$ cat src/rtl/debug_pkg.sv
// Shared definitions for the debug dump path: dump FSM states, byte width
// and the valid/ready transfer test.
package debug_pkg;

    localparam int BYTE_WIDTH = 8;

    typedef enum logic [2:0] {
        S_IDLE,
        S_ADDR,
        S_WAIT,
        S_CAP,
        S_SEND,
        S_DONE
    } state_t;

    // Handshake: a transfer happens on any rising edge where the producer holds
    // valid and the consumer holds ready. Valid is registered and never depends
    // on ready; once raised it holds, with the data, until that transfer.
    function automatic logic hs_xfer(input logic valid, input logic ready);
        return valid & ready;
    endfunction

endpackage

$ cat src/rtl/word_serializer.sv
// Loads one DATA_WIDTH word and emits it as BPW bytes, LSB first, over a
// registered valid/ready handshake; last_o marks the final transfer.
module word_serializer
    import debug_pkg::*;
#(
    parameter int DATA_WIDTH = 32
) (
    input  logic                  clk,
    input  logic                  rst,
    input  logic                  load_i,
    input  logic [DATA_WIDTH-1:0] data_i,
    output logic [BYTE_WIDTH-1:0] data_o,
    output logic                  valid_o,
    input  logic                  ready_i,
    output logic                  last_o
);

    localparam int BPW   = DATA_WIDTH / BYTE_WIDTH;
    localparam int IDX_W = (BPW > 1) ? $clog2(BPW) : 1;
    localparam logic [IDX_W-1:0] LAST_IDX = IDX_W'(BPW - 1);

    logic [DATA_WIDTH-1:0] shift_q, shift_d;
    logic [IDX_W-1:0]      idx_q, idx_d;
    logic                  valid_q, valid_d;
    logic                  xfer;

    assign xfer    = hs_xfer(valid_q, ready_i);
    assign data_o  = shift_q[BYTE_WIDTH-1:0];
    assign valid_o = valid_q;
    assign last_o  = xfer && (idx_q == LAST_IDX);

    always_comb begin
        shift_d = shift_q;
        idx_d   = idx_q;
        valid_d = valid_q;
        if (load_i) begin
            shift_d = data_i;
            idx_d   = '0;
            valid_d = 1'b1;
        end else if (xfer) begin
            shift_d = shift_q >> BYTE_WIDTH;
            idx_d   = idx_q + IDX_W'(1);
            // Valid drops only on the transfer of the final byte of the word.
            if (idx_q == LAST_IDX) begin
                valid_d = 1'b0;
            end
        end
    end

    always_ff @(posedge clk) begin
        if (rst) begin
            shift_q <= '0;
            idx_q   <= '0;
            valid_q <= 1'b0;
        end else begin
            shift_q <= shift_d;
            idx_q   <= idx_d;
            valid_q <= valid_d;
        end
    end

endmodule

$ cat src/rtl/mem_dump_ctrl.sv
// Walks the data memory debug port from address 0 to MEM_SIZE-BPW and streams
// every word out as bytes (little endian) to the debug UART transmitter.
module mem_dump_ctrl
    import debug_pkg::*;
#(
    parameter int DATA_WIDTH = 32,
    parameter int MEM_SIZE   = 64,
    parameter int ADDR_WIDTH = $clog2(MEM_SIZE)
) (
    input  logic                  clk,
    input  logic                  rst,
    input  logic                  i_start,
    output logic [ADDR_WIDTH-1:0] o_debug_addr,
    input  logic [DATA_WIDTH-1:0] i_debug_data,
    output logic [7:0]            o_tx_data,
    output logic                  o_tx_valid,
    input  logic                  i_tx_ready,
    output logic                  o_busy,
    output logic                  o_done,
    output state_t                o_dbg_state
);

    localparam int BPW = DATA_WIDTH / BYTE_WIDTH;
    localparam logic [ADDR_WIDTH-1:0] LAST_ADDR = ADDR_WIDTH'(MEM_SIZE - BPW);
    localparam logic [ADDR_WIDTH-1:0] STEP      = ADDR_WIDTH'(BPW);

    state_t                state_q;
    logic [ADDR_WIDTH-1:0] addr_q;
    logic                  busy_q;
    logic                  done_q;
    logic                  ser_last;

    word_serializer #(
        .DATA_WIDTH(DATA_WIDTH)
    ) u_ser (
        .clk    (clk),
        .rst    (rst),
        .load_i (state_q == S_CAP),
        .data_i (i_debug_data),
        .data_o (o_tx_data),
        .valid_o(o_tx_valid),
        .ready_i(i_tx_ready),
        .last_o (ser_last)
    );

    always_ff @(posedge clk) begin
        if (rst) begin
            state_q <= S_IDLE;
            addr_q  <= '0;
            busy_q  <= 1'b0;
            done_q  <= 1'b0;
        end else begin
            done_q <= 1'b0;
            case (state_q)
                S_IDLE: begin
                    if (i_start) begin
                        state_q <= S_ADDR;
                        addr_q  <= '0;
                        busy_q  <= 1'b1;
                    end
                end
                // ADDR and WAIT give the registered debug port two edges to settle.
                S_ADDR: state_q <= S_WAIT;
                S_WAIT: state_q <= S_CAP;
                S_CAP:  state_q <= S_SEND;
                S_SEND: begin
                    if (ser_last) begin
                        // End test before increment so the address never wraps mid-dump.
                        if (addr_q == LAST_ADDR) begin
                            state_q <= S_DONE;
                            done_q  <= 1'b1;
                            busy_q  <= 1'b0;
                        end else begin
                            state_q <= S_ADDR;
                            addr_q  <= addr_q + STEP;
                        end
                    end
                end
                S_DONE:  state_q <= S_IDLE;
                default: state_q <= S_IDLE;
            endcase
        end
    end

    assign o_debug_addr = addr_q;
    assign o_busy       = busy_q;
    assign o_done       = done_q;
    assign o_dbg_state  = state_q;

endmodule

$ cat config.mk
export PLATFORM = sky130hd
export DESIGN_NAME = mem_dump_ctrl
export DESIGN_NICKNAME = d
export VERILOG_FILES = /design/src/rtl/debug_pkg.sv /design/src/rtl/word_serializer.sv /design/src/rtl/mem_dump_ctrl.sv
export SDC_FILE = /design/constraint.sdc
export NUM_CORES = 1
export LEC_CHECK = 0
export ABC_AREA = 1
export CAP_MARGIN = 15
export CELL_PAD_IN_SITES_DETAIL_PLACEMENT = 1
export CELL_PAD_IN_SITES_GLOBAL_PLACEMENT = 2
export CORE_MARGIN = 1.5
export CORE_UTILIZATION = 28
export DETAILED_ROUTE_END_ITERATION = 16
export MAX_ROUTING_LAYER = met4
export PLACE_DENSITY = 0.83
export SETUP_SLACK_MARGIN = 0.1
export SYNTH_ARGS = -nofsm -noshare
export SYNTH_HDL_FRONTEND = slang
export SYNTH_SLANG_ARGS = --single-unit
export TNS_END_PERCENT = 20
$ cat constraint.sdc
create_clock -name clk -period 1.96 [get_ports clk]
set_input_delay 0.392 -clock clk [delete_from_list [all_inputs] [get_ports clk]]
set_output_delay 0.392 -clock clk [all_outputs]
set_load 0.02 [all_outputs]
==> Yosys cells after proc, flatten, opt, wreduce, memory -nomap -nowiden <==
Cells that the tools add are included.
{ "classes": {"addsub": 2, "n_mul": 0, "div": 0, "n_lt_le_gt_ge": 0, "eq_ne": 10, "shifts": 0, "n_mux": 18, "bitwise": 3, "n_reduce_logical": 11} }
{ "ops": {"columns": ["operator", "count"], "rows": [
  ["2-to-1 mux 32 bit", 2],
  ["2-to-1 mux 6 bit", 3],
  ["case mux 3 bit (5 select lines)", 1],
  ["case mux 6 bit (2 select lines)", 1],
  ["2-to-1 mux 3 bit", 3],
  ["!= test 2 bit (second input constant)", 4],
  ["AND reduction 4 bit", 2],
  ["2-to-1 mux 1 bit", 7],
  ["adder 6 x 3 -> 6 bit (second input constant)", 1],
  ["equality test 3 x 2 -> 1 bit (second input constant)", 2],
  ["equality test 6 bit (second input constant)", 1],
  ["nonzero test 2 bit", 3],
  ["AND reduction 2 bit", 2],
  ["equality test 3 x 1 -> 1 bit (second input constant)", 1],
  ["equality test 3 bit (second input constant)", 1],
  ["logical NOT 3 bit", 1],
  ["OR reduction 3 bit", 1],
  ["adder 2 x 1 -> 2 bit (second input constant)", 1],
  ["equality test 2 bit (second input constant)", 1],
  ["NOT 1 bit", 2],
  ["case mux 1 bit (2 select lines)", 1],
  ["OR reduction 2 bit", 1],
  ["bitwise AND 1 bit", 1],
  ["logical AND 1 bit", 1]
]} }
{ "word_totals": {"regBits": 46, "latch_bits": 0, "ram_bits": 0, "mem_bits_ro": 0, "inputBits": 36, "out_inout_bits": 20, "wordCells": 51, "mem_count": 0} }

==> Longest topological paths before layout <==
{ "logic_depth": {"word_depth": 4, "mapped_depth": 8, "ltp_nobuf": 8} }

==> Modules after synthesis <==
From an unflattened synthesis, not the netlist that was laid out.
{ "unflattened": {"cells_unflattened": 320, "area_unflattened_um2": 2352.3} }
{ "modules_own_cells": {"columns": ["mod", "instances", "cells_per_inst", "area_per_inst_um2", "seq_area_each_um2"], "rows": [
  ["word_serializer", 1, 247, 1828.0, 700.7],
  ["mem_dump_ctrl", 1, 73, 524.3, 180.2]
]} }

==> Worst setup path after synthesis <==
No wires, ideal clock.
{ "synth_path": {"path_type": "reg-to-reg", "start": "register addr_q[2], in the netlist o_debug_addr[2]", "end": "register addr_q[2], in the netlist o_debug_addr[2]", "arrival_time_ns": 1.210, "required_time_ns": 1.842, "path_slack_ns": 0.632, "path_stages_with_launch": 7, "synth_period_minus_slack_ns": 1.328, "path_cell_list": "dfxtp_1 ha_1 nand3_1 o21ai_2 nor2_4 o21ai_1 nor2_1"} }
{ "synth_via": {"elab_chain_cells": 4, "word_cells_on_any_way": 7} }
{ "synth_lines": {"columns": ["item", "line_no", "text"], "rows": [
  ["start: declaration", "mem_dump_ctrl.sv:28", "logic [ADDR_WIDTH-1:0] addr_q;"],
  ["start signal: assignment", "mem_dump_ctrl.sv:75", "addr_q <= addr_q + STEP;"],
  ["adder 6 x 3 -> 6 bit", "mem_dump_ctrl.sv:75", null],
  ["2-to-1 mux 6 bit", "mem_dump_ctrl.sv:69", "if (addr_q == LAST_ADDR) begin"],
  ["2-to-1 mux 6 bit", "mem_dump_ctrl.sv:67", "if (ser_last) begin"],
  ["case mux 6 bit (2 select lines)", "mem_dump_ctrl.sv:54", "case (state_q)"]
]} }
Parallel ways exist; a longest one is shown, timed or not. The select of a mux whose other input is x is not followed.
A chain may end at the register's enable or synchronous reset.

==> Final worst setup path <==
{ "layout_path": {"start": "register state_q[0], in the netlist o_dbg_state[0]", "end": "output port o_dbg_state[0]"} }
{ "layout_lines": {"columns": ["item", "line_no", "text"], "rows": [
  ["start: declaration", "mem_dump_ctrl.sv:27", "state_t state_q;"],
  ["start signal: assignment", "mem_dump_ctrl.sv:48", "state_q <= S_IDLE;"],
  ["start signal: assignment", "mem_dump_ctrl.sv:57", "state_q <= S_ADDR;"],
  ["start signal: assignment", "mem_dump_ctrl.sv:63", "S_ADDR: state_q <= S_WAIT;"],
  ["end: declaration", "mem_dump_ctrl.sv:20", "output state_t o_dbg_state"]
]} }
No word-level cell between the ends.

==> reports/results.md <==
• area growth from synthesis to layout: 32.9%
• non-filler instance count after layout: 409
• share of power burned in combinational logic: 19.9%
• top-count cell post-synth: nand2_1
• setup violation total in the final timing report: 0
• proportion of synthesized chip area in sequential cells: 43.9%
• vias in the first global route: 1744
• setup repair after global routing missed its margin: no
• post-layout minimum cycle time: 1.78 ns
• antenna cells: 0
• proportion of layout cells with a drive suffix above 1: 7.03%
• flop and latch count out of synthesis: 44
• DR DRC count: 0
• Max Slew Vio Count: 0
• first-pass GRT wire length: 8610 µm
• H-tree depth: 2
• Max FO, Critical Path: 4
• die outline width: 87.7 µm
• post-place setup slack: 0.0524 ns
• total routing usage reported by global routing: 14.9%
• M1 WL: 2710 µm
• number of clock buffers inserted by TritonCTS: 5
• largest net degree at the start of global routing: 31
• Nets: 351
• Worst Clk Skew: 0.00494 ns
• cell taking the most area after synthesis: dfxtp_1
• Clk network pwr share: 32.7%
• register share of total power: 47.3%
• kind of start point of the critical path: flip-flop
• cell type group with the largest total delay on the critical path: buffers and inverters
• overall power of the completed layout: 0.00211 W
• smallest hold slack: 0.471 ns
• IR drop worst, VDD: 247 µV
• WS Path Type: reg2out
• max-cap violation count: 0
• final period utilization: 90.6%
• Max Freq: 563 MHz
• cell area after technology mapping: 2010 µm²
• detailed router's first-iteration violation count: 67
• insertion delay of the later-clocked pin in the worst-skew pair: 0.30 ns
• Req. time, crit path: 1.57 ns
• slack of the worst reg-to-reg path: 0.45 ns
• number of buffers inserted by post-CTS setup repair: 0
• hold path startpoint: u_ser.shift_q[25]
• worst max-slew margin expressed relative to the limit: 54.8%
• Bufs on Longest Clock Path: 2
• master of the slowest instance on the critical path: clkdlybuf4s50_1
• Leak: 0.971 nW
• CP endpoint kind: primary output
• number of sinks handled by clock tree synthesis: 44
• cell row count: 30
• DRT antenna net count: 0
• met2 layer wire length in the routed design: 2250 µm
• switching power summed over all nets: 0.000583 W
• Hold Crit Depth: 2
• DR WL/cell: 12.7 µm
• Synth area leaders: dfxtp_1 (44%), nand2_1 (14%), a31oi_1 (6.2%), buf_4 (4.9%), nand3_1 (4.7%)
• EDFF count, synth: 0
• Cells after DPL: 401
• count of different cell masters after synthesis: 25
• Critical path origin: o_dbg_state[0]
• switch share: 27.6%
• overall die height: 87.7 µm
• Total Die Area: 7680 µm²
• setup tns final: 0 ns
• critical path cell sequence: clkdlybuf4s50_1
• drt via density: 4.64
• Final Hold Vio Count: 0
• antenna violations before repair: 0
• number of iterations in the first detailed-routing pass: 4
• Worst-Margin Slew: 0.678 ns
• Core ar.: 6870 µm²
• critical path's largest stage delay: 0.65 ns
• Avg Inst Size Synth: 7.46 µm²
• number of gates on the worst path with buffers counted: 1
• Top-Level Pins: 56
• Async S/R FF share, synth: 0%
• register clock-pin slew on the reported worst setup and hold paths: 0.08 ns
• path depth of the worst reg2reg path: 7
• buffers and inverters on the worst path: 1
• clock tree from TritonCTS: built
• placed wire-length estimate after detailed placement: 3690 µm
• overall routed net length: 5190 µm
• DR WL met3: 184 µm
• worst reg2reg path startpoint: o_dbg_state[0]
• power density over the cells: 792 nW/µm²
• Buffers on Ports: 53
• max layer used: met4
• crit path setup slack, layout: 0.184 ns
• design internal power: 0.00153 W
• top cells by instance count after synthesis: nand2_1 (77), dfxtp_1 (44), a31oi_1 (20)
• final estimated routing congestion in global placement: 0.808
• prevailing post-synth register cell: dfxtp_1
• post-synthesis instance total: 269
• run status: completed
• CTS root buf: clkbuf_8
• Starting Density: 29.2%
• yosys synthesis warning count: 0
• Tightest Hold Check Type: reg2reg
• sum of overflow across all layers after global routing: 0
• overall via count from detail_route: 1899
• area fraction of the dominant cell type after synthesis: 43.9%
• crit path DAT: 1.38 ns
stage by stage:
step / utilization, % / cell area [µm²]
after floorplan: - / 2010
after global placement: 37.2 / 2550
after detailed placement: 37.2 / 2550
after CTS: 38.8 / 2660
after global routing: 38.8 / 2670
final: 38.8 / 2670
flip-flops by register name, indices dropped and copies added, names as in the netlist:
| signal | flops |
|---|---|
| o_dbg_state | 3 |
| u_ser.valid_o | 1 |
| o_done | 1 |
| u_ser.idx_q | 2 |
| o_busy | 1 |
| o_debug_addr | 4 |
| u_ser.shift_q | 32 |
cell families (layout without fill, tap and decap cells):
group / count (synthesis) / count (layout) / synth area share (%)
AND/OR/NAND/NOR: 123 / 123 / 26.2
AO/OA/AOI/OAI: 59 / 59 / 16.4
XOR/XNOR: 1 / 1 / 0.436
buffers and inverters: 38 / 81 / 11.0
other: 1 / 2 / 0.187
flip-flops: 44 / 44 / 43.9
adder cells (fa/ha/maj): 3 / 3 / 1.87
tightest hold or removal path, cell delays in order (launching register included):
cell and delay, ns:
dfxtp_1 0.32, nand2_1 0.06, a21oi_1 0.05
layout by cell type (no fill, tap or decap), types with 5 or more instances in the layout:
cell | netlist | layout
a31oi_1 | 20 | 20
nand2_1 | 77 | 77
a21oi_1 | 16 | 16
dfxtp_1 | 44 | 43
buf_4 | 13 | 6
o21ai_0 | 15 | 15
o21ai_1 | 5 | 5
nor2_1 | 15 | 15
nand3_1 | 19 | 19
clkdlybuf4s50_1 | 0 | 52
clkbuf_8 | 0 | 5
nor3_1 | 5 | 5
inv_1 | 12 | 12
cell type report:
class	count	area, µm²
Clock buffer	6	72.6
Clock inverter	2	35.0
Fill cell	858	4200
Inverter	13	48.8
Multi-Input combinational cell	188	910
Sequential cell	44	882
Tap cell	96	120
Timing Repair Buffer	60	598
power by group through the flow:
| stage | sequential, W | combinational (W) | clock (W) |
|---|---|---|---|
| global placement | 0.00102 | 0.000417 | 0 |
| detailed placement | 0.00102 | 0.000424 | 0 |
| global route | 0.00101 | 0.000464 | 0.000753 |
| CTS | 0.00100 | 0.000426 | 0.000715 |
| finish | 0.000999 | 0.000421 | 0.000690 |
| floorplan | 0.00104 | 0.000236 | 0 |
timing repair:
item	in CTS	in global routing
endpoints found under the setup margin	1	1
gates resized for setup	1	1
hold buffers	0	0
worst paths after layout:
| kind | endpoint |
|---|---|
| hold / removal | u_ser.shift_q[25] |
| setup / recovery | o_dbg_state[0] |
| setup reg to reg | u_ser.shift_q[18] |
| hold reg to reg | u_ser.shift_q[25] |
metal layers:
layer / GRT usage, % / up-vias
met5: - / -
li1: - / 969
met3: 4.05 / 6
met1: 20.1 / 886
met2: 21.8 / 38
met4: 3.90 / 0
Power figures use the tool's default switching activity.
